$ cat src/rtl/morse_timing_classifier.sv
// morse_timing_classifier: turns the debounced key level into one-cycle
// dot / dash / letter-gap / word-gap strobes, timed in Morse units of
// TIMER_FINAL_VALUE+1 clock cycles.
module morse_timing_classifier #(
  parameter int unsigned TIMER_FINAL_VALUE = 9_999_999,
  parameter int unsigned DASH_UNITS        = 2,
  parameter int unsigned LG_UNITS          = 3,
  parameter int unsigned WG_UNITS          = 7
) (
  input  logic clk,
  input  logic reset_n,
  input  logic b,
  output logic dot,
  output logic dash,
  output logic lg,
  output logic wg
);

  localparam int unsigned TW = (TIMER_FINAL_VALUE > 0) ? $clog2(TIMER_FINAL_VALUE + 1) : 1;

  localparam logic [1:0] S_IDLE  = 2'd0;
  localparam logic [1:0] S_PRESS = 2'd1;
  localparam logic [1:0] S_GAP   = 2'd2;
  localparam logic [1:0] S_LGAP  = 2'd3;

  logic [1:0]    state;
  logic [1:0]    state_nxt;
  logic [TW-1:0] t;
  logic [2:0]    u;
  logic [2:0]    u_inc;
  logic          b_q;
  logic          rise;
  logic          wrap;
  logic          reach_lg;
  logic          reach_wg;
  logic          cnt_clr;
  logic          dot_nxt;
  logic          dash_nxt;
  logic          lg_nxt;
  logic          wg_nxt;

  assign rise  = b & ~b_q;
  assign wrap  = (t == TW'(TIMER_FINAL_VALUE));
  assign u_inc = u + 3'd1;
  // Thresholds fire on the edge where u steps onto them, not while it sits there.
  assign reach_lg = wrap && (u != 3'd7) && (u_inc == 3'(LG_UNITS));
  assign reach_wg = wrap && (u != 3'd7) && (u_inc == 3'(WG_UNITS));

  // Key level history; resets high so a key held through reset is ignored.
  always_ff @(posedge clk or negedge reset_n) begin
    if (!reset_n) begin
      b_q <= 1'b1;
    end else begin
      b_q <= b;
    end
  end

  // Tick and saturating unit counters, cleared on entry into PRESS or GAP.
  always_ff @(posedge clk or negedge reset_n) begin
    if (!reset_n) begin
      t <= '0;
      u <= '0;
    end else if (cnt_clr) begin
      t <= '0;
      u <= '0;
    end else if (state != S_IDLE) begin
      if (wrap) begin
        t <= '0;
        if (u != 3'd7) begin
          u <= u_inc;
        end
      end else begin
        t <= t + TW'(1);
      end
    end
  end

  // State register.
  always_ff @(posedge clk or negedge reset_n) begin
    if (!reset_n) begin
      state <= S_IDLE;
    end else begin
      state <= state_nxt;
    end
  end

  // Next state, counter clear and pulse requests; a rise always beats a gap.
  always_comb begin
    state_nxt = state;
    cnt_clr   = 1'b0;
    dot_nxt   = 1'b0;
    dash_nxt  = 1'b0;
    lg_nxt    = 1'b0;
    wg_nxt    = 1'b0;
    case (state)
      S_IDLE: begin
        if (rise) begin
          state_nxt = S_PRESS;
          cnt_clr   = 1'b1;
        end
      end
      S_PRESS: begin
        if (!b) begin
          state_nxt = S_GAP;
          cnt_clr   = 1'b1;
          if (u >= 3'(DASH_UNITS)) begin
            dash_nxt = 1'b1;
          end else begin
            dot_nxt = 1'b1;
          end
        end
      end
      S_GAP: begin
        if (rise) begin
          state_nxt = S_PRESS;
          cnt_clr   = 1'b1;
        end else if (reach_lg) begin
          state_nxt = S_LGAP;
          lg_nxt    = 1'b1;
        end
      end
      S_LGAP: begin
        if (rise) begin
          state_nxt = S_PRESS;
          cnt_clr   = 1'b1;
        end else if (reach_wg) begin
          state_nxt = S_IDLE;
          wg_nxt    = 1'b1;
        end
      end
      default: begin
        state_nxt = S_IDLE;
      end
    endcase
  end

  // Registered one-cycle strobes.
  always_ff @(posedge clk or negedge reset_n) begin
    if (!reset_n) begin
      dot  <= 1'b0;
      dash <= 1'b0;
      lg   <= 1'b0;
      wg   <= 1'b0;
    end else begin
      dot  <= dot_nxt;
      dash <= dash_nxt;
      lg   <= lg_nxt;
      wg   <= wg_nxt;
    end
  end

endmodule

$ cat config.mk
export PLATFORM = sky130hd
export DESIGN_NAME = morse_timing_classifier
export DESIGN_NICKNAME = d
export VERILOG_FILES = /design/src/rtl/morse_timing_classifier.sv
export SDC_FILE = /design/constraint.sdc
export NUM_CORES = 1
export LEC_CHECK = 0
export BUFFER_PORTS_ARGS = -buffer_cell sky130_fd_sc_hd__clkbuf_2
export CAP_MARGIN = 10
export CELL_PAD_IN_SITES_DETAIL_PLACEMENT = 1
export CELL_PAD_IN_SITES_GLOBAL_PLACEMENT = 2
export CORE_MARGIN = 5
export CORE_UTILIZATION = 42
export CTS_CLUSTER_SIZE = 40
export DETAILED_ROUTE_END_ITERATION = 10
export GPL_TIMING_DRIVEN = 0
export PLACE_DENSITY = 0.88
export SLEW_MARGIN = 15
export SYNTH_ARGS = -nofsm -noshare
export SYNTH_HDL_FRONTEND = slang
export SYNTH_SLANG_ARGS = --single-unit
$ cat constraint.sdc
create_clock -name clk -period 3.4 [get_ports clk]
set_clock_uncertainty 0.15 [all_clocks]
set_input_delay 1.02 -clock clk [delete_from_list [all_inputs] [get_ports clk]]
set_output_delay 1.02 -clock clk [all_outputs]
set_load 0.01 [all_outputs]
==> results.cfg, run 1 <==
[worst_setup_path]
crit_family = buffers and inverters
crit_chain = clkbuf_2 > nor2b_1 > or3_1 > clkbuf_1 > clkbuf_1 > a31oi_1
endpoint_kind = register
r2r_slack_ns = 0.98
cpMaxStageDelayCell = clkbuf_1
start_kind = primary input
arrival_ns = 2.68
timing.rr.end = t[15]$_DFFE_PN0P_
cp_max_fo = 10
crit_required_ns = 3.39
critical-path-max-stage-delay_ns = 0.45
cp_common_cell = clkbuf_1
timing.rr.start = t[1]$_DFFE_PN0P_
crit_buf_inv = 3
ff2ff_path_depth = 8
path_class = in -> reg

[yosys]
synth_seq_cells = 34
avgSynthCellArea_um2 = 9.24
synth_edf_count = 0
synthArstFlopShare_pct = 100
syn-num-nets = 214
synthTopCellsByArea = dfrtp_1, a31oi_1, nand2_1, a41oi_1, a21oi_1
yosys_warnings = 0
synth_seq_area_share_pct = 44.5
synth_flop_cell = dfrtp_1
netlist_instances = 207
synth_area_um2 = 1910
synth_area_leader_cell = dfrtp_1
ys_types = 44
yosysTopAreaCellShare_pct = 43.2

[routing]
via_count = 1705
drt_iter0_markers = 95
dr.pass1.iters = 4
viasPerCell = 6.25
drc = 0
ant_nets = 0
wl_per_cell_um = 18.6
wirelength_um = 5070

[run]
maxCapViolations = 0

[global_route]
grt.overflow.total = 0
first_global_vias = 1729
track_usage_pct = 18.0
grt_max_degree = 35
grt_pass1_wl_um = 8760
antenna_found_initial = 0

[layout]
instances_no_fill = 273
nFillCells = 523
layout-drive-gt1-share_pct = 14.5
antennaDiodeCount = 0
syn_to_final_growth_pct = 10.9
design_area_um2 = 2120
layout_common_cells = dfrtp_1, nand2_1, a31oi_1
finalNetCount = 227
layout_commonest_cell = dfrtp_1

[sta]
fin_setup_tns_ns = 0
layout_setup_ws_ns = 0.706
slew_headroom_pct = 34.1
finalMaxSlewViolations = 0
post-route-min-period_ns = 2.69
worst_pin_slew_ns = 0.980
finalSetupViolCount = 0
hold_viol = 0
whs_ns = 0.359
max_freq_mhz = 371
rsz0062_at_grt = false
finalCritPeriodShare_pct = 79.2

[hold_path]
whs_endpoint = t[23]$_DFFE_PN0P_
hold_start = t[23]$_DFFE_PN0P_
holdPathStages = 1
hp-class = reg -> reg

[pwr]
ir_drop_v = 0.000208
powerDensity_nw_per_um2 = 474
p_leak_nw = 0.896

[cts]
cts_buffers = 5
cts.path.max_buffers = 2
clkSlewWorstSetupHoldPaths_ns = 0.07
hold_buffers = 0
clock_latency_ns = 0.29
htree_levels = 2
cts_tree = yes
post_cts_buffers = 0
cts-resized-gates = 0
cts_root_buffer = clkbuf_8
numClockSinks = 34

[die]
io_pins = 7
coreArea_um2 = 4380
die_w_um = 77.5
row_count = 24
start_util_pct = 43.6
design.die.area_um2 = 6000
fp.dieH_um = 77.5

[place]
placed_area_um2 = 2010
portBuffers = 6
pre_cts_ws_ns = 0.400
dp_hpwl_um = 3610
place_congestion = 0.802
place_inst = 265

[run_status]
status = finished, final reports clean
==> final cells by class <==
type	instances	area [um^2]	area share [%]
tap	52	65.1	3.07
clock inverter	3	45.0	2.12
multi-input combinational	157	975	45.9
buffer	12	71.3	3.36
clock buffer	5	68.8	3.24
timing repair buffer	6	30.0	1.42
sequential	34	852	40.2
inverter	4	15.0	0.708
==> Yosys cell counts, types with 2 or more instances <==
library cell  instances
buf_2                 6
clkbuf_1              4
nand2b_1              4
or3_1                 4
nor2b_1               3
a22o_1                2
nor2_1               13
dfrtp_1              33
a21oi_1              12
nor3_1                5
nor4b_1               2
a41oi_1               7
ha_1                  4
a31oi_1              20
and3_1                3
nand2_1              25
nor4_1                5
nand4_1               7
nand3_1              10
inv_1                 4
o21ai_0              10
mux2_2                2
==> worst max-delay path by stage <==
stage               startpoint                 to  cells past startpoint
floorplan                    b  t[15]$_DFFE_PN0P_                      6
global placement             b  t[16]$_DFFE_PN0P_                      6
detailed placement           b  t[16]$_DFFE_PN0P_                      6
CTS                          b  t[16]$_DFFE_PN0P_                      6
global route                 b  t[11]$_DFFE_PN0P_                      6
finish                       b  t[16]$_DFFE_PN0P_                      6
==> worst reg2reg max path: cells and delay by family (launching register included) <==
family | cells | cell delay, ns
compound gates | 3 | 0.45
flops | 1 | 0.40
fa+ha+maj | 1 | 0.28
simple gates | 2 | 0.65
buf+inv | 2 | 0.34
==> cells by family after synthesis <==
family	after synthesis	share of synthesized area, %
AND/OR/NAND/NOR	91	26.7
adder cells (fa/ha/maj)	4	2.62
multiplexers	3	1.70
flip-flops	34	44.5
buffers and inverters	16	4.51
AO/OA/AOI/OAI	59	19.9
==> report_power, final <==
part           total, mW  leakage, nW  switching, mW  internal (mW)
Sequential         0.459        0.462         0.0293          0.430
Combinational      0.173        0.384          0.108         0.0651
Clock              0.374       0.0504          0.156          0.218
==> metal layers <==
metal | up-vias | wire [um] | global-route usage [%] | part of all wire (%)
met5 | - | 0 | 0 | 0
met4 | 0 | 29 | 4.64 | 0.57
met1 | 863 | 2480 | 24.5 | 49
met2 | 31 | 2420 | 29.5 | 48
li1 | 809 | - | - | -
met3 | 2 | 142 | 3.13 | 2.8
==> registers in the layout (all words and copies together), names as in the netlist <==
| signal | cells |
|---|---|
| dash | 1 |
| wg | 1 |
| u | 3 |
| state | 2 |
| dot | 1 |
| b_q | 1 |
| lg | 1 |
| t | 24 |
==> through the flow <==
| stage | power [mW] | utilization [%] |
|---|---|---|
| after detailed placement | 0.640 | 45.8 |
| after global placement | 0.632 | 45.8 |
| after floorplan | 0.581 | - |
| final | 1.01 | 48.4 |
| after global routing | 1.06 | 48.4 |
| after CTS | 1.02 | 48.4 |
(Power assumes the default switching activity.)
==> run 2, diff against run 1 <==
- CORE_UTILIZATION: 42 -> 39
- PLACE_DENSITY: 0.88 -> 0.82
- clock period: 3.4 -> 2.55 ns (I/O delays scaled with it)
==> run 2 against run 1 <==
Against the previous run:
- clock power increased by 25%
- sequential cell count did not move
- sequential share of layout area decreased by 0.40 points
- worst hold slack got worse by 0.015 ns
- routed wire length is 3.6% higher
- setup slack worse by 0.53 ns
- largest power group unchanged
==> results.cfg, run 2 (synthesis gave the netlist of run 1 again) <==
[layout]
finalNetCount = 227
design_area_um2 = 2140
nFillCells = 580
largestRegisters = t (24), u (3), state (2)
regMostFlops = t
antennaDiodeCount = 0
largest_reg_flops = 24
layout_common_cells = dfrtp_1, nand2_1, a31oi_1
layout_commonest_cell = dfrtp_1
layout-drive-gt1-share_pct = 15.4
instances_no_fill = 288
syn_to_final_growth_pct = 12.0
final_util_pct = 45.1

[sta]
whs_ns = 0.344
finalMaxSlewViolations = 0
hold_viol = 0
layout_setup_ws_ns = 0.175
finalSetupViolCount = 0
max_freq_mhz = 421
slew_headroom_pct = 33.7
post-route-min-period_ns = 2.37
fin_setup_tns_ns = 0
worst_pin_slew_ns = 0.987
rsz0062_at_grt = false
finalCritPeriodShare_pct = 93.1

[place]
place_congestion = 0.849
place_inst = 280
pre_cts_ws_ns = -0.244
placed_area_um2 = 2030
portBuffers = 6
dp_hpwl_um = 3740

[die]
row_count = 25
die_w_um = 80.0
coreArea_um2 = 4750
io_pins = 7
start_util_pct = 40.2
design.die.area_um2 = 6410
fp.dieH_um = 80.0

[worst_setup_path]
crit_family = simple AND/OR/NAND/NOR gates
cp_max_fo = 8
timing.rr.start = t[1]$_DFFE_PN0P_
start_kind = register
crit_chain = ha_1 > nand4_1 > nor3_1 > a41oi_1 > a31oi_1
path_class = reg -> reg
arrival_ns = 2.43
ff2ff_path_depth = 5
crit_required_ns = 2.60
critical-path-max-stage-delay_ns = 0.84
crit_buf_inv = 0
endpoint_kind = register
cpMaxStageDelayCell = nor3_1
r2r_slack_ns = 0.18
timing.rr.end = t[22]$_DFFE_PN0P_

[cts]
post_cts_buffers = 0
cts_tree = yes
cts_buffers = 5
clkSlewWorstSetupHoldPaths_ns = 0.07
cts.path.max_buffers = 2
clock_latency_ns = 0.28
numClockSinks = 34
cts_root_buffer = clkbuf_8
htree_levels = 2

[global_route]
grt_max_degree = 35
grt.overflow.total = 0
grt_pass1_wl_um = 8900
track_usage_pct = 18.1
antenna_found_initial = 0
first_global_vias = 1820

[pwr]
powerDensity_nw_per_um2 = 613
power.total_mw = 1.31
ir_drop_v = 0.000285
p_leak_nw = 0.907

[routing]
wl_met2_um = 2620
drc = 0
wl_per_cell_um = 18.2
highest_layer = met4
met3_length_um = 132
via_count = 1693
drt_iter0_markers = 62
wl_met1_um = 2440
wirelength_um = 5250
viasPerCell = 5.88
ant_nets = 0
dr.pass1.iters = 4

[run_status]
status = finished, final reports clean

[run]
maxCapViolations = 0

[hold_path]
hp-class = reg -> reg
hold_start = t[23]$_DFFE_PN0P_
whs_endpoint = t[23]$_DFFE_PN0P_
holdPathStages = 1
[run 2: final cells by class]
class	instances	area (um^2)	share of cell area (%)
multi-input cells	157	980	45.7
flip-flops and latches	34	852	39.8
repair buffers	6	30.0	1.40
plain buffers	12	72.6	3.39
clock buffers	8	110	5.14
inverters	4	15.0	0.701
well taps	67	83.8	3.91
[run 2: what timing repair did]
action,in CTS,in global routing
resized for setup,0,3
hold buffers,0,0
endpoints found under the setup margin,0,6
[run 2: how the worst max path moves through the flow]
stage,startpoint,endpoint,cells after the start
2_1_floorplan,b,t[15]$_DFFE_PN0P_,6
3_3_place_gp,b,t[11]$_DFFE_PN0P_,6
3_5_place_dp,b,u[0]$_DFFE_PN0P_,6
4_1_cts,b,u[0]$_DFFE_PN0P_,6
5_1_grt,t[11]$_DFFE_PN0P_,t[21]$_DFFE_PN0P_,8
6_report,t[1]$_DFFE_PN0P_,t[22]$_DFFE_PN0P_,5
[run 2: report_power, final]
| group | leakage [nW] | total [mW] | internal [mW] | switching, mW |
|---|---|---|---|---|
| clock | 0.0575 | 0.467 | 0.273 | 0.194 |
| sequential | 0.462 | 0.615 | 0.573 | 0.0416 |
| combinational | 0.387 | 0.232 | 0.0877 | 0.144 |
[run 2: routing by layer]
| metal | GRT usage [%] | up-vias |
|---|---|---|
| met2 | 31.8 | 25 |
| met3 | 3.16 | 4 |
| met4 | 6.08 | 0 |
| met1 | 22.2 | 852 |
| met5 | 0 | - |
| li1 | - | 812 |
==> run 3, diff against run 2 <==
- clock period: 2.55 -> 2.2 ns (I/O delays scaled with it)
==> run 3 against run 2 <==
Against the previous run:
- combinational power increased by 33%
- final area is 6.5% higher
- routed wire length increased by 3.9%
- power up 19%
- via count rose by 1.1%
- critical path depth rose by 2
- clock-buffer cell count did not move
- critical endpoint is now t[0]$_DFFE_PN0P_
==> results.cfg, run 3 (synthesis gave the netlist of run 1 again) <==
[run_status]
status = finished, final reports clean

[sta]
worst_pin_slew_ns = 0.881
layout_setup_ws_ns = 0.0157
whs_ns = 0.337
slew_headroom_pct = 41.3
post-route-min-period_ns = 2.18
finalSetupViolCount = 0
max_freq_mhz = 458
hold_viol = 0
fin_setup_tns_ns = 0
finalCritPeriodShare_pct = 99.3
rsz0062_at_grt = true
finalMaxSlewViolations = 0

[worst_setup_path]
cp_max_fo = 10
endpoint_kind = register
crit_chain = buf_2 > nor4b_4 > nand4_1 > o21a_1 > buf_6 > buf_8 > mux2_2
path_class = reg -> reg
start_kind = register
crit_family = simple AND/OR/NAND/NOR gates
critical-path-max-stage-delay_ns = 0.35
crit_buf_inv = 3
crit_required_ns = 2.22
cpMaxStageDelayCell = dfrtp_1
arrival_ns = 2.20

[global_route]
grt_pass1_wl_um = 9070
antenna_found_initial = 0
grt.overflow.total = 0
track_usage_pct = 18.4
first_global_vias = 1835
grt_max_degree = 35

[cts]
cts.path.max_buffers = 2
cts_tree = yes
cts_buffers = 5
clock_latency_ns = 0.29
clkSlewWorstSetupHoldPaths_ns = 0.08
cts_root_buffer = clkbuf_8
numClockSinks = 34
htree_levels = 2

[routing]
drc = 0
wl_per_cell_um = 18.6
dr.pass1.iters = 4
drt_iter0_markers = 76
viasPerCell = 5.82
via_count = 1712
ant_nets = 0
wirelength_um = 5450

[layout]
largest_reg_flops = 24
antennaDiodeCount = 0
largestRegisters = t (24), u (3), state (2)
finalNetCount = 233
layout_common_cells = dfrtp_1, nand2_1, a31oi_1
design_area_um2 = 2280
syn_to_final_growth_pct = 19.4
regMostFlops = t
layout_commonest_cell = dfrtp_1
nFillCells = 569
layout-drive-gt1-share_pct = 23.3

[pwr]
p_leak_nw = 0.961
powerDensity_nw_per_um2 = 686
ir_drop_v = 0.000329

[die]
fp.dieH_um = 80.0
io_pins = 7
start_util_pct = 40.2
row_count = 25
die_w_um = 80.0
design.die.area_um2 = 6410
coreArea_um2 = 4750

[run]
maxCapViolations = 0

[place]
place_congestion = 0.849
dp_hpwl_um = 3740
pre_cts_ws_ns = -0.489
placed_area_um2 = 2030
portBuffers = 6

[hold_path]
hp-class = in -> async
## run 3: changes by cell type in the layout (fill, tap and decap cells not counted), moves of 3 or more
cell,before,now
dfrtp_2,0,3
buf_4,0,10
buf_2,6,3
dfrtp_1,33,30
## run 3: repair_timing
item,in CTS,in global routing
setup endpoints to repair,25,25
resized for setup,12,11
buffers inserted,4,4
hold buffers,0,0
pin swaps,4,4
## run 3: path summary, 6_finish.rpt
path                              startpoint  depth (start not counted)  slack, ns           endpoint
min in group clk           t[23]$_DFFE_PN0P_                          1       0.35  t[23]$_DFFE_PN0P_
max in group asynchronous            reset_n                          1       0.96  t[21]$_DFFE_PN0P_
min reg2reg                t[23]$_DFFE_PN0P_                          1       0.35  t[23]$_DFFE_PN0P_
max                        t[11]$_DFFE_PN0P_                          7       0.02   t[0]$_DFFE_PN0P_
max reg2reg                t[11]$_DFFE_PN0P_                          7       0.02   t[0]$_DFFE_PN0P_
min                                  reset_n                          1       0.34  t[10]$_DFFE_PN0P_
## run 3: per-stage QoR
stage / util, % / total power [mW] / cells
after floorplan: - / 0.899 / 207
after global placement: 42.6 / 0.978 / 280
after detailed placement: 42.6 / 0.992 / 280
after CTS: 46.6 / 1.58 / 291
after global routing: 48.0 / 1.66 / 294
final: 48.0 / 1.57 / 294
## run 3: layout make-up
type	instances	area (um^2)	share of cell area, %
tap	67	83.8	3.67
sequential	34	856	37.5
clock buffer	8	110	4.82
multi-input combinational	157	1060	46.2
inverter	4	15.0	0.658
buffer	10	72.6	3.18
timing repair buffer	14	90.1	3.95
## run 3: report_power, final
part,internal [mW],total [mW],switching [mW]
registers,0.664,0.713,0.0485
clock network,0.316,0.545,0.229
logic,0.128,0.308,0.180
## run 3: per-layer routing
layer | routed length [um] | vias up | global-route usage (%) | share of wire, %
met1 | 2490 | 859 | 22.7 | 46
met3 | 146 | 6 | 3.27 | 2.7
met4 | 80 | 0 | 6.25 | 1.5
li1 | - | 824 | - | -
met2 | 2740 | 23 | 32.2 | 50
met5 | 0 | - | 0 | 0
